### src/rtl/hq2x_video_pkg.sv
// Shared timing constants, lock-state enum and pixel/control types for the Hq2x scan-out path.
// Latency: n/a (types and constants only).
// Backpressure: n/a; scan-out is a free-running raster with no flow control.
package hq2x_video_pkg;

    // Raster geometry at 640x480@60.
    localparam int H_VISIBLE = 640;
    localparam int H_FRONT   = 16;
    localparam int H_SYNC    = 96;
    localparam int H_BACK    = 48;
    localparam int V_VISIBLE = 480;
    localparam int V_FRONT   = 10;
    localparam int V_SYNC    = 2;
    localparam int V_BACK    = 33;

    localparam int H_TOTAL  = H_VISIBLE + H_FRONT + H_SYNC + H_BACK;
    localparam int V_TOTAL  = V_VISIBLE + V_FRONT + V_SYNC + V_BACK;
    localparam int HS_START = H_VISIBLE + H_FRONT;
    localparam int HS_END   = HS_START + H_SYNC;
    localparam int VS_START = V_VISIBLE + V_FRONT;
    localparam int VS_END   = VS_START + V_SYNC;

    // The 512-pixel upscaled image sits inside the visible line starting at IMG_LEFT.
    localparam int IMG_LEFT  = 64;
    localparam int IMG_WIDTH = 512;

    typedef enum logic {
        LOCK = 1'b0,
        RUN  = 1'b1
    } scan_state_e;

    // {b[4:0], g[4:0], r[4:0]}
    typedef logic [14:0] rgb555_t;

    // Per-pixel control bits that travel down the delay pipeline next to the pixel.
    typedef struct packed {
        logic hsync_n;
        logic vsync_n;
        logic de;
        logic in_img;
    } vid_ctl_t;

    localparam vid_ctl_t VID_CTL_IDLE = '{hsync_n: 1'b1, vsync_n: 1'b1, de: 1'b0, in_img: 1'b0};

endpackage

### src/rtl/vga_timing_counter.sv
// Horizontal/vertical raster counters with wrap detection and combinational sync/enable decode.
// Latency: decode outputs are combinational from the registered counters (stage 0).
// Backpressure: none; counters free-run while run_i is high and sit at (0,0) otherwise.
//
// Ports:
//   clk, reset_n      pixel clock, synchronous active-low reset
//   run_i             count enable; low forces both counters to 0
//   h_cnt_o, v_cnt_o  current raster position
//   frame_end_o       high on the last pixel of the frame (h and v both about to wrap)
//   hsync_n_o, vsync_n_o, de_o  raw stage-0 decode of the position
module vga_timing_counter
    import hq2x_video_pkg::*;
#(
    parameter int H_VISIBLE = hq2x_video_pkg::H_VISIBLE,
    parameter int H_FRONT   = hq2x_video_pkg::H_FRONT,
    parameter int H_SYNC    = hq2x_video_pkg::H_SYNC,
    parameter int H_BACK    = hq2x_video_pkg::H_BACK,
    parameter int V_VISIBLE = hq2x_video_pkg::V_VISIBLE,
    parameter int V_FRONT   = hq2x_video_pkg::V_FRONT,
    parameter int V_SYNC    = hq2x_video_pkg::V_SYNC,
    parameter int V_BACK    = hq2x_video_pkg::V_BACK
) (
    input  logic       clk,
    input  logic       reset_n,
    input  logic       run_i,
    output logic [9:0] h_cnt_o,
    output logic [9:0] v_cnt_o,
    output logic       frame_end_o,
    output logic       hsync_n_o,
    output logic       vsync_n_o,
    output logic       de_o
);

    localparam logic [9:0] H_LAST = 10'(H_VISIBLE + H_FRONT + H_SYNC + H_BACK - 1);
    localparam logic [9:0] V_LAST = 10'(V_VISIBLE + V_FRONT + V_SYNC + V_BACK - 1);
    localparam logic [9:0] H_VIS  = 10'(H_VISIBLE);
    localparam logic [9:0] V_VIS  = 10'(V_VISIBLE);
    localparam logic [9:0] HS_S   = 10'(H_VISIBLE + H_FRONT);
    localparam logic [9:0] HS_E   = 10'(H_VISIBLE + H_FRONT + H_SYNC);
    localparam logic [9:0] VS_S   = 10'(V_VISIBLE + V_FRONT);
    localparam logic [9:0] VS_E   = 10'(V_VISIBLE + V_FRONT + V_SYNC);

    logic [9:0] h_cnt_q, h_cnt_d;
    logic [9:0] v_cnt_q, v_cnt_d;
    logic       h_end, v_end;

    assign h_end = (h_cnt_q == H_LAST);
    assign v_end = (v_cnt_q == V_LAST);

    always_comb begin
        h_cnt_d = h_cnt_q;
        v_cnt_d = v_cnt_q;
        if (!run_i) begin
            h_cnt_d = '0;
            v_cnt_d = '0;
        end else if (h_end) begin
            h_cnt_d = '0;
            v_cnt_d = v_end ? 10'd0 : v_cnt_q + 10'd1;
        end else begin
            h_cnt_d = h_cnt_q + 10'd1;
        end
    end

    always_ff @(posedge clk) begin
        if (!reset_n) begin
            h_cnt_q <= '0;
            v_cnt_q <= '0;
        end else begin
            h_cnt_q <= h_cnt_d;
            v_cnt_q <= v_cnt_d;
        end
    end

    assign h_cnt_o     = h_cnt_q;
    assign v_cnt_o     = v_cnt_q;
    assign frame_end_o = h_end && v_end;
    assign hsync_n_o   = !((h_cnt_q >= HS_S) && (h_cnt_q < HS_E));
    assign vsync_n_o   = !((v_cnt_q >= VS_S) && (v_cnt_q < VS_E));
    assign de_o        = (h_cnt_q < H_VIS) && (v_cnt_q < V_VIS);

endmodule

### src/rtl/hq2x_scanout.sv
// VGA scan-out for the Hq2x line buffer: raster timing, read_x addressing, frame lock to frame_available.
// Latency: 3 clk from raster position to vga_* outputs (address reg, upscaler read, output reg).
// Backpressure: none; a missing frame_available at frame end drops to LOCK and idles the outputs.
//
// Ports:
//   clk, reset_n     pixel clock, synchronous active-low reset
//   frame_available  upscaler pulse: first two output lines are ready
//   read_x           {line_in_pair, column[8:0]} read address into the upscaler output buffer
//   outpixel         upscaler pixel, valid one clk after read_x
//   vga_rgb/hsync/vsync/de  aligned video out (syncs active low)
//   locked           high while scanning out a frame
//   missed_count     saturating count of frames that ended without frame_available
module hq2x_scanout
    import hq2x_video_pkg::*;
#(
    parameter int H_VISIBLE = hq2x_video_pkg::H_VISIBLE,
    parameter int H_FRONT   = hq2x_video_pkg::H_FRONT,
    parameter int H_SYNC    = hq2x_video_pkg::H_SYNC,
    parameter int H_BACK    = hq2x_video_pkg::H_BACK,
    parameter int V_VISIBLE = hq2x_video_pkg::V_VISIBLE,
    parameter int V_FRONT   = hq2x_video_pkg::V_FRONT,
    parameter int V_SYNC    = hq2x_video_pkg::V_SYNC,
    parameter int V_BACK    = hq2x_video_pkg::V_BACK,
    parameter int IMG_LEFT  = hq2x_video_pkg::IMG_LEFT
) (
    input  logic        clk,
    input  logic        reset_n,
    input  logic        frame_available,
    output logic [9:0]  read_x,
    input  logic [14:0] outpixel,
    output logic [14:0] vga_rgb,
    output logic        vga_hsync,
    output logic        vga_vsync,
    output logic        vga_de,
    output logic        locked,
    output logic [7:0]  missed_count
);

    localparam logic [9:0] V_VIS = 10'(V_VISIBLE);
    localparam logic [9:0] IMG_L = 10'(IMG_LEFT);
    localparam logic [9:0] IMG_R = 10'(IMG_LEFT + IMG_WIDTH);

    scan_state_e state_q, state_d;
    logic        fa_seen_q, fa_seen_d;
    logic [7:0]  missed_q, missed_d;
    logic        running;

    logic [9:0]  h_cnt, v_cnt;
    logic        frame_end, hsync_n_raw, vsync_n_raw, de_raw;
    logic        in_win;
    logic [8:0]  h_off;

    logic [9:0]  read_x_q, read_x_d;
    vid_ctl_t    ctl_s0, ctl_d1_q, ctl_d2_q, ctl_d3_q;
    rgb555_t     rgb_q, rgb_d;

    assign running = (state_q == RUN);

    vga_timing_counter #(
        .H_VISIBLE (H_VISIBLE),
        .H_FRONT   (H_FRONT),
        .H_SYNC    (H_SYNC),
        .H_BACK    (H_BACK),
        .V_VISIBLE (V_VISIBLE),
        .V_FRONT   (V_FRONT),
        .V_SYNC    (V_SYNC),
        .V_BACK    (V_BACK)
    ) u_timing (
        .clk         (clk),
        .reset_n     (reset_n),
        .run_i       (running),
        .h_cnt_o     (h_cnt),
        .v_cnt_o     (v_cnt),
        .frame_end_o (frame_end),
        .hsync_n_o   (hsync_n_raw),
        .vsync_n_o   (vsync_n_raw),
        .de_o        (de_raw)
    );

    // Lock FSM. The pulse that locks does not count for the first frame; each later frame
    // must see frame_available somewhere in it, the last cycle included.
    always_comb begin
        state_d   = state_q;
        fa_seen_d = fa_seen_q;
        missed_d  = missed_q;
        case (state_q)
            LOCK: begin
                if (frame_available) begin
                    state_d   = RUN;
                    fa_seen_d = 1'b0;
                end
            end
            RUN: begin
                if (frame_available) begin
                    fa_seen_d = 1'b1;
                end
                if (frame_end) begin
                    fa_seen_d = 1'b0;
                    if (!fa_seen_q && !frame_available) begin
                        state_d = LOCK;
                        if (missed_q != 8'hFF) begin
                            missed_d = missed_q + 8'd1;
                        end
                    end
                end
            end
            default: state_d = LOCK;
        endcase
    end

    // Stage 0: window test and control decode. Outside RUN only idle values enter the
    // pipeline, so leaving RUN lets in-flight pulses finish and starts no new ones.
    assign in_win = (v_cnt < V_VIS) && (h_cnt >= IMG_L) && (h_cnt < IMG_R);
    assign h_off  = 9'(h_cnt - IMG_L);

    always_comb begin
        ctl_s0 = VID_CTL_IDLE;
        if (running) begin
            ctl_s0.hsync_n = hsync_n_raw;
            ctl_s0.vsync_n = vsync_n_raw;
            ctl_s0.de      = de_raw;
            ctl_s0.in_img  = in_win;
        end
    end

    // Address holds outside the window; the in_img flag is what blanks those pixels.
    always_comb begin
        read_x_d = read_x_q;
        if (ctl_s0.in_img) begin
            read_x_d = {v_cnt[0], h_off};
        end
    end

    // Stage 3 pixel: outpixel is the upscaler's answer to the stage-1 address.
    always_comb begin
        rgb_d = '0;
        if (ctl_d2_q.in_img) begin
            rgb_d = outpixel;
        end
    end

    always_ff @(posedge clk) begin
        if (!reset_n) begin
            state_q   <= LOCK;
            fa_seen_q <= 1'b0;
            missed_q  <= '0;
            read_x_q  <= '0;
            ctl_d1_q  <= VID_CTL_IDLE;
            ctl_d2_q  <= VID_CTL_IDLE;
            ctl_d3_q  <= VID_CTL_IDLE;
            rgb_q     <= '0;
        end else begin
            state_q   <= state_d;
            fa_seen_q <= fa_seen_d;
            missed_q  <= missed_d;
            read_x_q  <= read_x_d;
            ctl_d1_q  <= ctl_s0;
            ctl_d2_q  <= ctl_d1_q;
            ctl_d3_q  <= ctl_d2_q;
            rgb_q     <= rgb_d;
        end
    end

    assign read_x       = read_x_q;
    assign vga_rgb      = rgb_q;
    assign vga_hsync    = ctl_d3_q.hsync_n;
    assign vga_vsync    = ctl_d3_q.vsync_n;
    assign vga_de       = ctl_d3_q.de;
    assign locked       = running;
    assign missed_count = missed_q;

endmodule

### config.mk
export PLATFORM = sky130hd
export DESIGN_NAME = hq2x_scanout
export DESIGN_NICKNAME = d
export VERILOG_FILES = /design/src/rtl/hq2x_video_pkg.sv /design/src/rtl/vga_timing_counter.sv /design/src/rtl/hq2x_scanout.sv
export SDC_FILE = /design/constraint.sdc
export NUM_CORES = 1
export LEC_CHECK = 0
export CAP_MARGIN = 15
export CORE_MARGIN = 8
export CORE_UTILIZATION = 50
export DETAILED_ROUTE_END_ITERATION = 6
export GPL_ROUTABILITY_DRIVEN = 0
export PLACE_DENSITY = 0.79
export SKIP_LAST_GASP = 1
export SLEW_MARGIN = 40
export SYNTH_ARGS = -nofsm -noshare
export SYNTH_HDL_FRONTEND = slang
export SYNTH_SLANG_ARGS = --single-unit
### constraint.sdc
create_clock -name clk -period 3.65 [get_ports clk]
set_clock_uncertainty 0.2 [all_clocks]
set_input_delay 0.365 -clock clk [delete_from_list [all_inputs] [get_ports clk]]
set_output_delay 0.365 -clock clk [all_outputs]
set_load 0.02 [all_outputs]
==> summary.txt, run 1 <==
Outcome: completed
Tcrit/Tclk final: 78.8%
Most frequent cells in the layout: dfxtp_1, clkdlybuf4s50_1, nor2_1
Storage cell area: 1320 um2
Hold Path Sink: vga_hsync$_SDFF_PN1_
Fmax: 348 MHz
IO buf count: 54
Post-route non-filler standard cell count: 403
Mapped Area: 2560 um2
P per Cell Area: 406 nW/um2
Hold Crit Class: flip-flop to flip-flop
Max-cap violations: 0
Die ar.: 7670 um2
Worst-Skew Late Latency: 0.33 ns
R2R cell count: 7
Layout cells sized above 1: 6.61%
Clock root cell: clkbuf_8
Boundary pin count: 55
Min Clock Period, post-route: 2.88 ns
CTS tree: built
Crit path DAT: 2.94 ns
Drt pass-1 iters: 4
CTS buffer count: 9
Placed Instances: 387
Syn Area/Cell: 9.39 um2
CP max FO: 10
Die Y: 87.6 um
Placed Instance Area: 3160 um2
Final ANT Viol Nets: 0
CTS Buffer Depth: 2
Core area: 5040 um2
Reg clk slew, reported paths: 0.07 ns
Setup-failing EPs final: 0
Filler instances: 411
Post-route cell area: 3350 um2
VDD IR max: 0.000218 V
FF+latch count, synth: 66
Detailed-route via count: 2088
CP max-delay cell: or4_1
Total GRT Usage: 15.0%
EDFF count, synth: 0
Layout area overhead: 30.6%
Yosys warning count: 0
Power, Total: 1360 uW
Reg2reg end: missed_count[3]$_SDFFE_PN0P_
Commonest non-fill, non-tap cell in the layout: dfxtp_1
Met2 Usage GRT: 24.8%
Multi-input logic area: 1150 um2
Top FF cell, synth: dfxtp_1
Slew @ Worst Pin: 0.717 ns
Largest net degree at the start of global routing: 27
Num rows: 26
Vias in the first global route: 1948
Initial core utilization: 50.8%
Wire length per cell: 13.7 um
CTS HTree Levels: 3
Peak per-stage delay on the critical path: 0.66 ns
Sequential area share after synthesis: 51.5%
Worst Min Path Start: ctl_d2_q[3]$_SDFF_PN1_
Critical-path cell list: inv_1 > ha_1 > nand2_1 > or4_1 > or4_4 > or3_1 > a21oi_1
Share of flip-flops with an asynchronous set or reset: 0%
Setup CP Type: flip-flop to flip-flop
Crit. End Element: flip-flop
Initial antenna violation count: 0
CP Launch Type: flip-flop
Worst flop-to-flop path startpoint: u_timing.h_cnt_o[6]$_SDFF_PP0_
Sink Count: 66
WHS Path Cells: 1
Setup bufs post-CTS: 0
DRC errors left: 0
Slew headroom: 52.2%
Syn Nets: 300
Global-route wire length before repair: 9.00 mm
Ant. Diodes: 0
Die W: 87.6 um
Leak: 0.00130 uW
Post-synthesis instance total: 273
R2R Setup Slk: 0.77 ns
Unique cell type count in the Yosys netlist: 34
Worst EP required: 3.71 ns
Total Wirelength: 5.53 mm
GR Overflow Total: 0
Met1 GRT Util: 17.1%
Grt peak-use layer: met2
Vias per cell: 5.18
Post-DP HPWL: 3.99 mm
RSZ-0062 raised after global routing: no
Slew Viols, Final: 0
Hold_buf cts: 0
Met3 Usage GRT: 5.63%
Setup TNS: 0 ns
Final hold vios: 0
Post-CTS sizing: 0
Final Net Count: 355
1st-iter DRT viols: 90
==> synth_stat cells, types with 2 or more instances <==
cell type   n  area [um2]
nor4b_1     2        17.5
or2_2       2        12.5
nor2b_1     2        12.5
a21oi_1    10        50.1
o21ai_0     7        35.0
ha_1        9         113
nor3_1      9        45.0
nand3_1    13        65.1
inv_1      10        37.5
buf_2       2        10.0
or3_1       4        25.0
nor3b_1     2        15.0
and3_1     17         106
and4_1      4        35.0
nor2_1     38         143
xor2_1     11        96.3
mux2i_1     9        90.1
xnor2_1     6        52.6
clkbuf_1    9        33.8
and2_1      4        25.0
nand2b_1    5        31.3
nand4_1     6        37.5
nand2_1    15        56.3
a2111oi_0   2        17.5
dfxtp_1    66        1320
==> where the power goes <==
part / internal, uW / switching (uW) / leakage (uW)
Clock: 312 / 280 / 0.0000873
Sequential: 723 / 2.68 / 0.000533
Combinational: 21.8 / 19.8 / 0.000675
Total: 1060 / 302 / 0.00130
==> cell type report <==
cell class                      instances  share of cell area [%]
Sequential cell                        66                    39.4
Multi-Input combinational cell        185                    34.4
Timing Repair Buffer                   56                    16.6
Clock buffer                            9                    3.70
Tap cell                               70                    2.61
Clock inverter                          7                    2.09
Inverter                               10                    1.12
==> cells by family after synthesis <==
logic type | after synthesis | synth area share [%]
simple gates | 128 | 26.1
flops | 66 | 51.5
compound gates | 22 | 5.03
buf+inv | 22 | 3.61
xor+xnor | 17 | 5.81
mux | 9 | 3.51
fa+ha+maj | 9 | 4.39
==> critical path: cells and delay by family (launching register included) <==
kind	cells	cell delay, ns
AO/OA/AOI/OAI	1	0.14
adder cells (fa/ha/maj)	1	0.21
buffers and inverters	1	0.13
flip-flops	1	0.34
AND/OR/NAND/NOR	4	1.78
==> state kept, by name, indices dropped and copies added, names as in the netlist, 4 cells and up <==
signal            cells
ctl_d2_q              4
ctl_d1_q              4
missed_count          8
vga_rgb              15
u_timing.h_cnt_o     10
read_x               10
u_timing.v_cnt_o     10
==> stage by stage <==
step	util (%)	setup WS, ns	hold WS (ns)
2_1_floorplan	-	0.952	0.186
3_3_place_gp	62.5	0.894	0.189
3_5_place_dp	62.6	0.812	0.195
4_1_cts	66.4	0.783	0.210
5_1_grt	66.4	0.665	0.227
6_report	66.4	0.773	0.208
==> worst max path at each step <==
stage | slack (ns) | endpoint | cells after the start | startpoint
after floorplan | 0.95 | missed_count[3]$_SDFFE_PN0P_ | 9 | u_timing.h_cnt_o[6]$_SDFF_PP0_
after global placement | 0.89 | missed_count[5]$_SDFFE_PN0P_ | 7 | u_timing.h_cnt_o[6]$_SDFF_PP0_
after detailed placement | 0.81 | missed_count[3]$_SDFFE_PN0P_ | 7 | u_timing.h_cnt_o[6]$_SDFF_PP0_
after CTS | 0.78 | missed_count[3]$_SDFFE_PN0P_ | 7 | u_timing.h_cnt_o[6]$_SDFF_PP0_
after global routing | 0.67 | missed_count[4]$_SDFFE_PN0P_ | 7 | u_timing.h_cnt_o[6]$_SDFF_PP0_
final | 0.77 | missed_count[3]$_SDFFE_PN0P_ | 7 | u_timing.h_cnt_o[6]$_SDFF_PP0_
==> layer usage <==
| layer | share of wire, % | up-vias |
|---|---|---|
| li1 | - | 1045 |
| met1 | 46 | 962 |
| met2 | 45 | 73 |
| met3 | 7.2 | 8 |
| met4 | 1.2 | 0 |
| met5 | 0 | - |
Power figures use the tool's default switching activity.
==> run 2, diff against run 1 <==
Clock period 3.65 ns to 2.9 ns, I/O delays scaled along.
==> summary.txt, run 2 (same netlist as run 1, synthesis figures left out) <==
Max-cap violations: 0
GR Overflow Total: 0
Tcrit/Tclk final: 92.8%
Core area: 5040 um2
Final hold vios: 0
Slew headroom: 59.6%
Final worst slack: 0.209 ns
IO buf count: 54
Die Y: 87.6 um
CTS buffer count: 9
Slew Viols, Final: 0
Post-layout util: 68.5%
Global-route wire length before repair: 9.23 mm
Detailed-route via count: 2063
Crit. End Element: flip-flop
Hold Crit Class: flip-flop to flip-flop
1st-iter DRT viols: 77
Most frequent cells in the layout: dfxtp_1, clkdlybuf4s50_1, nor2_1
Setup CP Type: flip-flop to flip-flop
Placed Instance Area: 3190 um2
Outcome: completed
Initial antenna violation count: 0
Drt pass-1 iters: 4
Wire length per cell: 13.7 um
R2R Setup Slk: 0.21 ns
Total Wirelength: 5.61 mm
Die W: 87.6 um
Die ar.: 7670 um2
Worst EP required: 2.98 ns
CP Launch Type: flip-flop
Setup bufs post-CTS: 0
Final ANT Viol Nets: 0
Commonest non-fill, non-tap cell in the layout: dfxtp_1
Layout cells sized above 1: 7.69%
Max reg flops: 15
Fmax: 372 MHz
CTS HTree Levels: 3
Largest net degree at the start of global routing: 20
Filler instances: 417
VDD IR max: 0.000298 V
Post-CTS sizing: 0
Layout area overhead: 34.7%
Vias in the first global route: 2021
Reg clk slew, reported paths: 0.07 ns
P per Cell Area: 572 nW/um2
Min Clock Period, post-route: 2.69 ns
Total GRT Usage: 15.6%
Setup-failing EPs final: 0
Worst-Skew Late Latency: 0.34 ns
RSZ-0062 raised after global routing: no
Hold_buf cts: 0
Leak: 0.00136 uW
Initial core utilization: 50.8%
Post-route cell area: 3450 um2
CTS tree: built
Clock root cell: clkbuf_8
Post-DP HPWL: 3.98 mm
Slew @ Worst Pin: 0.591 ns
CTS Buffer Depth: 2
DRC errors left: 0
Crit path DAT: 2.77 ns
Num rows: 26
Ant. Diodes: 0
CP max FO: 10
Final Net Count: 360
Vias per cell: 5.06
Pre-CTS WS: 0.212 ns
Setup TNS: 0 ns
Boundary pin count: 55
Sink Count: 66
## run 2: stage by stage
stage               total power [uW]  hold WS (ns)  std cells
floorplan                        953         0.163        273
global placement                 987         0.188        392
detailed placement               988         0.194        392
CTS                             2000         0.215        408
global route                    2040         0.232        408
finish                          1980         0.210        408
## run 2: per-layer routing
| metal | wire length [um] | track usage, % | vias to the layer above |
|---|---|---|---|
| met3 | 386 | 4.60 | 14 |
| met2 | 2580 | 26.4 | 57 |
| met1 | 2500 | 16.7 | 939 |
| met5 | 0 | 0 | - |
| li1 | - | - | 1053 |
| met4 | 144 | 9.84 | 0 |
## run 2: final cells by class
type | instances | area [um2] | area share [%]
repair buffers | 61 | 593 | 17.2
flip-flops and latches | 66 | 1320 | 38.2
clock buffers | 9 | 124 | 3.59
multi-input cells | 185 | 1150 | 33.3
clock inverters | 7 | 141 | 4.09
well taps | 70 | 87.6 | 2.54
inverters | 10 | 37.5 | 1.09
## run 2: worst max-delay path, cell delays in order, from the launching register on
cell	delay [ns]
dfxtp_1	0.34
inv_1	0.13
ha_1	0.20
nand2_1	0.08
or4_1	0.54
or4_4	0.62
or3_1	0.38
a21oi_1	0.14
## run 2: final timing paths
kind / start / cells past startpoint / endpoint
hold / removal: ctl_d1_q[2]$_SDFF_PN1_ / 1 / ctl_d2_q[2]$_SDFF_PN1_
hold reg to reg: ctl_d1_q[2]$_SDFF_PN1_ / 1 / ctl_d2_q[2]$_SDFF_PN1_
setup reg to reg: u_timing.h_cnt_o[6]$_SDFF_PP0_ / 7 / missed_count[5]$_SDFFE_PN0P_
setup / recovery: u_timing.h_cnt_o[6]$_SDFF_PP0_ / 7 / missed_count[5]$_SDFFE_PN0P_
## run 2: where the power goes
| part | switching (uW) | total (uW) | leakage, uW | internal (uW) |
|---|---|---|---|---|
| registers | 3.49 | 914 | 0.000533 | 910 |
| clock network | 352 | 1010 | 0.000129 | 657 |
| logic | 25.3 | 53.8 | 0.000697 | 28.4 |
